## src/rtl/nbr_expand.sv

```systemverilog
// A* neighbour-expansion stage: for the popped node, walk the 4 (or 8) grid
// neighbours, skip out-of-bounds and walled cells, and stream survivors with
// G' = G+1 and F = G'+H to the sort block over valid/ready.
// Optional feature macro: ASTAR_DIAG_EN (8-connected, Chebyshev heuristic).
module nbr_expand #(
   parameter int COORD_W = 4,
   parameter int GRID_W  = 16,
   parameter int GRID_H  = 16,
   parameter int COST_W  = 8
) (
   input  logic                   clk,
   input  logic                   rst_n,
   input  logic                   start,
   input  logic [COORD_W-1:0]     cur_x,
   input  logic [COORD_W-1:0]     cur_y,
   input  logic [COST_W-1:0]      cur_g,
   input  logic [COORD_W-1:0]     goal_x,
   input  logic [COORD_W-1:0]     goal_y,
   output logic                   wall_rd,
   output logic [2*COORD_W-1:0]   wall_addr,
   input  logic                   wall_data,
   output logic                   nb_valid,
   input  logic                   nb_ready,
   output logic [COORD_W-1:0]     nb_x,
   output logic [COORD_W-1:0]     nb_y,
   output logic [COST_W-1:0]      nb_g,
   output logic [COST_W-1:0]      nb_f,
   output logic [2:0]             nb_dir,
   output logic                   nb_goal,
   output logic                   busy,
   output logic                   done,
   output logic [3:0]             nb_count
);

`ifdef ASTAR_DIAG_EN
   localparam logic [2:0] LAST_DIR = 3'd7;
`else
   localparam logic [2:0] LAST_DIR = 3'd3;
`endif

   typedef enum logic [2:0] {S_IDLE, S_CHECK, S_WAIT, S_EMIT, S_NEXT, S_DONE} state_t;

   typedef struct packed {
      logic               oob;
      logic [COORD_W-1:0] x;
      logic [COORD_W-1:0] y;
   } nbr_t;

   // Neighbour coordinate of (x,y) in direction d, plus an out-of-bounds flag.
   function automatic nbr_t step(input logic [COORD_W-1:0] x, input logic [COORD_W-1:0] y,
                                 input logic [2:0] d);
      nbr_t r;
      logic up, dn, lf, rt;
      up = 1'b0; dn = 1'b0; lf = 1'b0; rt = 1'b0;
      case (d)
         3'd0: up = 1'b1;
         3'd1: rt = 1'b1;
         3'd2: dn = 1'b1;
         3'd3: lf = 1'b1;
`ifdef ASTAR_DIAG_EN
         3'd4: begin up = 1'b1; rt = 1'b1; end
         3'd5: begin dn = 1'b1; rt = 1'b1; end
         3'd6: begin dn = 1'b1; lf = 1'b1; end
         3'd7: begin up = 1'b1; lf = 1'b1; end
`endif
         default: ;
      endcase
      r.oob = (up && y == '0) || (dn && y == COORD_W'(GRID_H-1)) ||
              (lf && x == '0) || (rt && x == COORD_W'(GRID_W-1));
      r.x = rt ? x + COORD_W'(1) : (lf ? x - COORD_W'(1) : x);
      r.y = dn ? y + COORD_W'(1) : (up ? y - COORD_W'(1) : y);
      return r;
   endfunction

   function automatic logic [COORD_W-1:0] abs_diff(input logic [COORD_W-1:0] a,
                                                   input logic [COORD_W-1:0] b);
      return (a >= b) ? a - b : b - a;
   endfunction

   state_t               state;
   logic [2:0]           dir;
   logic [COORD_W-1:0]   lat_x, lat_y, lat_gx, lat_gy;
   logic [COST_W-1:0]    lat_g;

   nbr_t                 cur_n, next_n, start_n;
   logic [COST_W-1:0]    dx, dy, h, g_next, f_sat;
   logic [COST_W:0]      f_sum;

   // Neighbour geometry and cost arithmetic for the current, next and first direction.
   always_comb begin
      cur_n   = step(lat_x, lat_y, dir);
      next_n  = step(lat_x, lat_y, dir + 3'd1);
      start_n = step(cur_x, cur_y, 3'd0);
      dx      = COST_W'(abs_diff(cur_n.x, lat_gx));
      dy      = COST_W'(abs_diff(cur_n.y, lat_gy));
`ifdef ASTAR_DIAG_EN
      h       = (dx > dy) ? dx : dy;
`else
      h       = dx + dy;
`endif
      g_next  = (lat_g == '1) ? lat_g : lat_g + COST_W'(1);
      f_sum   = {1'b0, g_next} + {1'b0, h};
      f_sat   = f_sum[COST_W] ? '1 : f_sum[COST_W-1:0];
   end

   // Expansion FSM; every output is a register updated on state transitions.
   // NOTE: sequential state uses <= so all registers update from pre-edge values.
   always_ff @(posedge clk or negedge rst_n) begin
      if (!rst_n) begin
         state     <= S_IDLE;
         dir       <= '0;
         lat_x     <= '0;
         lat_y     <= '0;
         lat_gx    <= '0;
         lat_gy    <= '0;
         lat_g     <= '0;
         wall_rd   <= 1'b0;
         wall_addr <= '0;
         nb_valid  <= 1'b0;
         nb_x      <= '0;
         nb_y      <= '0;
         nb_g      <= '0;
         nb_f      <= '0;
         nb_dir    <= '0;
         nb_goal   <= 1'b0;
         busy      <= 1'b0;
         done      <= 1'b0;
         nb_count  <= '0;
      end else begin
         case (state)
            S_IDLE: if (start) begin
               lat_x    <= cur_x;
               lat_y    <= cur_y;
               lat_g    <= cur_g;
               lat_gx   <= goal_x;
               lat_gy   <= goal_y;
               dir      <= '0;
               nb_count <= '0;
               busy     <= 1'b1;
               wall_rd  <= !start_n.oob;
               if (!start_n.oob) wall_addr <= {start_n.y, start_n.x};
               state    <= S_CHECK;
            end
            S_CHECK: begin
               wall_rd <= 1'b0;
               state   <= cur_n.oob ? S_NEXT : S_WAIT;
            end
            S_WAIT: if (wall_data) begin
               state <= S_NEXT;
            end else begin
               nb_x     <= cur_n.x;
               nb_y     <= cur_n.y;
               nb_g     <= g_next;
               nb_f     <= f_sat;
`ifdef ASTAR_DIAG_EN
               nb_dir   <= dir;
`else
               nb_dir   <= {1'b0, dir[1:0]};
`endif
               nb_goal  <= (cur_n.x == lat_gx) && (cur_n.y == lat_gy);
               nb_valid <= 1'b1;
               state    <= S_EMIT;
            end
            S_EMIT: if (nb_ready) begin
               nb_valid <= 1'b0;
               nb_count <= nb_count + 4'd1;
               state    <= S_NEXT;
            end
            S_NEXT: if (dir == LAST_DIR) begin
               done  <= 1'b1;
               busy  <= 1'b0;
               state <= S_DONE;
            end else begin
               dir     <= dir + 3'd1;
               wall_rd <= !next_n.oob;
               if (!next_n.oob) wall_addr <= {next_n.y, next_n.x};
               state   <= S_CHECK;
            end
            S_DONE: begin
               done  <= 1'b0;
               state <= S_IDLE;
            end
            default: state <= S_IDLE;
         endcase
      end
   end

endmodule

```

## config.mk

```make
export PLATFORM = sky130hd
export DESIGN_NAME = nbr_expand
export DESIGN_NICKNAME = d
export VERILOG_FILES = /design/src/rtl/nbr_expand.sv
export SDC_FILE = /design/constraint.sdc
export NUM_CORES = 1
export LEC_CHECK = 0
export BUFFER_PORTS_ARGS = -buffer_cell sky130_fd_sc_hd__buf_2
export CORE_MARGIN = 1.5
export CORE_UTILIZATION = 52
export CTS_CLUSTER_SIZE = 12
export DETAILED_ROUTE_END_ITERATION = 16
export PLACE_DENSITY = 0.86
export SLEW_MARGIN = 15
export SYNTH_ARGS = -nofsm -noshare
export SYNTH_HDL_FRONTEND = slang
export SYNTH_SLANG_ARGS = --single-unit
```

## constraint.sdc

```tcl
create_clock -name clk -period 4.8 [get_ports clk]
set_input_delay 0.24 -clock clk [delete_from_list [all_inputs] [get_ports clk]]
set_output_delay 0.24 -clock clk [all_outputs]
set_load 0.005 [all_outputs]
```

* Word-level counts from Yosys, hierarchy flattened *
Index checks and enable logic that the tools add are counted.

word-level totals
  output and inout bits = 44
  register bits = 73

operators by class
  add/sub/neg operators = 14
  bitwise logic cells = 1
  reduce and logical (&&, ||, !) cells = 38
  magnitude comparators = 2
  equal/unequal tests = 23
  multiplexer cells = 48

operators with widths
  cell                   number
  $mux W4                12
  $mux W8                6
  $mux W3                7
  $eq A3 B2 Y1 const B   6
  $pmux W8 S2            1
  $sub A4 B4 Y4          4
  $mux W1                15
  $pmux W3 S5            1
  $reduce_and A3 Y1      5
  $ne A2 B2 Y1 const B   7
  $add A4 B1 Y4 const B  3
  $logic_not A4 Y1       3
  $sub A4 B1 Y4 const B  3
  $add A8 B5 Y9          1
  $eq A3 B1 Y1 const B   3
  $logic_and A1 B1 Y1    9
  $logic_not A3 Y1       3
  $add A8 B1 Y8 const B  1
  $eq A4 B4 Y1           2
  $eq A4 B4 Y1 const B   2
  $eq A8 B8 Y1 const B   1
  $ge A4 B4 Y1           2
  $pmux W4 S2            1
  $reduce_and A2 Y1      4
  other kinds (12)       24

* Logic depth before layout (Yosys ltp) *
  word-level depth = 10
  depth in mapped cells = 22
  depth with buffers taken out = 21

* Worst setup path before layout *
Ideal clock, no wire load.

  path kind = register to register
  from = register lat_y[0]
  to = register nb_f[7]
  stages on the path, launching flop included = 21
  setup time = 126 ps
  clock period less this slack = 4625 ps
  arrival = 4498 ps
  data required time = 4674 ps
  slack = 175 ps
  cell sequence = dfrtp_1 clkbuf_1 inv_1 ha_1 mux2i_1 o21ai_0 inv_1 fa_1 a21o_1 nand2_1 nand3b_1 mux2i_1 xor2_1 fa_1 inv_1 ha_1 a21o_1 nand3_1 a211oi_1 a21o_2 o32a_1

RTL lines
  element                 RTL line  RTL
  from (decl)             82        logic [COORD_W-1:0] lat_x, lat_y, lat_gx, lat_gy;
  from (signal assigned)  133       lat_y <= cur_y;
  to (signal assigned)    154       nb_f <= f_sat;
  to (decl)               27        output logic [COST_W-1:0] nb_f,

==> implementation parameters <==
Parameter                              Value

Setup path
  Worst setup slack for register-to-register paths    roughly 0.091 ns
  Crit path launch type    register
  Maximum net fanout on the critical path    6
  Launch instance of the worst register-to-register path    lat_y[1]
  Critical path arrival    4.96 ns
  Setup crit end    nb_f[7]
  Worst setup path start    lat_y[1]
  Crit-path cells    inv_1 > ha_1 > mux2i_1 > o21ai_0 > o21ai_1 > inv_1 > fa_2 > a21o_1 > nand2_1 > nand3b_1 > mux2i_1 > xor2_1 > fa_1 > inv_2 > ha_1 > a21o_1 > nand3_1 > a211oi_2 > a21o_2 > o32a_1
  Worst reg-to-reg path cell count    20
  Data required time at the worst endpoint    5.05 ns
  Worst setup path category    register to register
  Slowest Stage Delay on Critical Path    0.47 ns
  Worst flop-to-flop path endpoint    nb_f[7]
  Kind of end point of the critical path    register
  Critical path's slowest cell    sky130_fd_sc_hd__fa_1

Global routing
  Wire length of the first global-routing pass    approximately 19000 um
  Vias in the first global route    between 4000 and 5000
  Initial antenna violation count    0
  Overall track demand over capacity in global routing    ~24%
  Pin count of the biggest net entering global routing    74
  GR Overflow Total    0

Yosys
  Yosys Warn Count    0
  Post-synthesis compound-gate area fraction    15.9%
  Most frequent cell after synthesis    sky130_fd_sc_hd__nand2_1
  Synth unique cells    62
  Share of synthesized cell area in and, or, nand and nor gates    17.6%
  Biggest area consumer among synthesized cells    sky130_fd_sc_hd__dfrtp_1
  Gate count after technology mapping    533
  Syn nets    604
  Xor and xnor fraction of the mapped netlist area    4.02%
  Flip-flop cell with the highest count after synthesis    sky130_fd_sc_hd__dfrtp_1
  Mean Syn Cell Area    9.00 sq um
  Post-synthesis mux area share    5.32%
  Number of enable flip-flop cells after synthesis    0
  Area contributors post-synth    sky130_fd_sc_hd__dfrtp_1 38%, sky130_fd_sc_hd__ha_1 8.6%, sky130_fd_sc_hd__nand2_1 7.7%, sky130_fd_sc_hd__o21ai_0 5.5%, sky130_fd_sc_hd__fa_1 3.8%
  Largest family of logic cells by synthesized area    simple AND/OR/NAND/NOR gates
  Part of the Yosys area used for sequential elements    38.1%
  Top cells by instance count after synthesis    99 x sky130_fd_sc_hd__nand2_1, 73 x sky130_fd_sc_hd__dfrtp_1, 53 x sky130_fd_sc_hd__o21ai_0, 41 x sky130_fd_sc_hd__inv_1, 33 x sky130_fd_sc_hd__ha_1
  Share of Yosys cell area claimed by the top area cell type    38.1%
  Ys async rst share    100%
  Count of state elements after synthesis    73
  Adder and majority gate portion of the synthesized area    12.4%
  Cell area after technology mapping    0.00480 sq mm

Clocking
  Clock latency on the worst-skew pair    0.36 ns
  CTS sink count    73
  CTS tree    done
  Clock-pin transition on the worst setup and hold timing paths    0.09 ns
  H-tree Lvls    3
  Buffer depth of the longest clock path    2
  Cts bufs inserted    9
  Root Driver    sky130_fd_sc_hd__clkbuf_8

Placed design
  HPWL reported at the end of detailed placement    8350 um
  Weighted congestion at the end of routability-driven global placement    0.889
  Placed insts    697
  I/O Buffers    71
  Placed Area    between 0.005 and 0.006 sq mm

Floorplanning
  Die area    0.00981 sq mm
  Number of placement rows    34
  Placeable core region    0.00885 sq mm
  Height of the die    99.0 um
  Starting utilization of the core area    54.2%
  Die width    99.0 um
  Count of boundary I/O pins    73

STA
  Final Max Tran Viols    0
  Post-layout min period    4.71 ns
  Worst Max-Slew Pin Slew    1.07 ns
  Setup violators final    0
  Tightest slew margin relative to the limit    approximately 28%
  Final Cycle Share    98.1%
  Final clock skew    between 0.01 and 0.015 ns
  Endpoints failing hold    0
  FMAX    about 210 MHz

Cells and area
  Final design area excluding fillers    between 0.005 and 0.006 sq mm
  Diode insertion count for antenna repair    0
  Synthesis-to-finish area growth    17.0%
  Filler-free cell count of the finished design    a little over 700
  Core Util, Final    63.4%
  Fraction of layout instances using a drive strength above 1    24.8%
  Number of nets in the layout    682
  Area of the multi-input gates    approximately 0.0027 sq mm
  Area taken by flip-flops and latches    0.00183 sq mm
  FILL cells    722

Run
  Total of max-cap violations    0

Routing
  Via count    4132
  DRC Markers    0
  Count of nets left with antenna violations after detail routing    0
  Detail-routed via count per cell    5.71
  Length of the first detailed-routing pass in iterations    4
  Routed wire per std cell    16.1 um
  Drt first-iter violations    211
  Final wirelength    11700 um

Min path
  Classification of the worst-slack hold path    input port to register
  Origin of the worst min-delay path    cur_g[7]

Status
  Result of the run    finished, final reports clean
==> cell usage in the layout (no fill, tap or decap), types with 5 or more instances in the layout <==
cell type and n:
sky130_fd_sc_hd__a21o_1 7, sky130_fd_sc_hd__a21oi_1 17, sky130_fd_sc_hd__a31oi_1 7, sky130_fd_sc_hd__buf_2 71
sky130_fd_sc_hd__buf_4 26, sky130_fd_sc_hd__clkbuf_8 9, sky130_fd_sc_hd__dfrtp_1 71, sky130_fd_sc_hd__fa_1 7
sky130_fd_sc_hd__ha_1 25, sky130_fd_sc_hd__inv_1 39, sky130_fd_sc_hd__mux2_2 12, sky130_fd_sc_hd__mux2i_1 12
sky130_fd_sc_hd__nand2_1 98, sky130_fd_sc_hd__nand2b_1 5, sky130_fd_sc_hd__nand3_1 11, sky130_fd_sc_hd__nand4_1 7
sky130_fd_sc_hd__nor2_1 24, sky130_fd_sc_hd__o21ai_0 51, sky130_fd_sc_hd__xnor2_1 13, sky130_fd_sc_hd__xor2_1 8
==> repair_timing <==
item / 4_1_cts / 5_1_grt
setup endpoints to repair: 8 / 8
buffers inserted: 3 / 8
gates resized for setup: 6 / 19
hold buffers: 0 / 0
pin swaps: 1 / 8
==> worst min path at each step <==
| stage | endpoint | slack (ns) | depth (start not counted) |
|---|---|---|---|
| floorplan | busy | -0.06 | 0 |
| global placement | lat_g[4] | 0.43 | 3 |
| detailed placement | lat_g[7] | 0.44 | 3 |
| CTS | lat_g[7] | 0.07 | 3 |
| global route | lat_g[6] | 0.06 | 3 |
| finish | lat_g[7] | 0.07 | 3 |
==> worst max-delay path: cells and delay by family (launching register included) <==
| kind | cells | cell delay, ns |
|---|---|---|
| flip-flops | 1 | 0.35 |
| multiplexers | 2 | 0.50 |
| adder cells (fa/ha/maj) | 4 | 1.54 |
| buffers and inverters | 3 | 0.33 |
| XOR/XNOR | 1 | 0.24 |
| AND/OR/NAND/NOR | 3 | 0.33 |
| AO/OA/AOI/OAI | 7 | 1.33 |
==> layer usage <==
layer  share of wire, %  vias up  track usage (%)
met5                  0        -                0
met4                2.3        0             8.68
met3                5.2       24             4.54
met2                 52      146             42.6
met1                 41     1989             29.1
li1                   -     1973                -
==> kinds of logic after synthesis <==
group	after synthesis
other	1
adders and majority gates	42
xor gates and xnor gates	22
AOI/OAI and AO/OA	120
muxes	24
and+or+nand+nor	180
buffers and inverters	71
DFF	73
==> area by class of cell <==
cell class                 instances  area share, %
clock buffer                       9           2.21
tap                              108           2.41
inverter                          41           2.74
sequential                        73           32.6
timing repair buffer              97           9.81
multi-input combinational        389           48.8
clock inverter                     7           1.38
==> metrics by stage <==
stage	TNS, ns	hold WS [ns]	setup slack (ns)
final	0	0.0715	0.0912
after global routing	-0.0966	0.0599	-0.0966
after CTS	0	0.0662	0.0271
after detailed placement	-0.635	0.439	-0.145
after global placement	0	0.432	0.0659
after floorplan	0	-0.0556	0.175
==> sequential cells by signal, indices dropped and copies added, names as in the netlist <==
signal and flops:
nb_g 8, done 1, nb_y 4, state 3, nb_f 8, lat_gy 4
nb_valid 1, lat_gx 4, lat_x 4, nb_x 4, nb_dir 2, busy 1
lat_g 8, lat_y 4, wall_addr 8, dir 3, nb_count 4, wall_rd 1
nb_goal 1
Power is not shown: default switching activity piles up to over one toggle a cycle in this logic, so the estimate is an artifact.
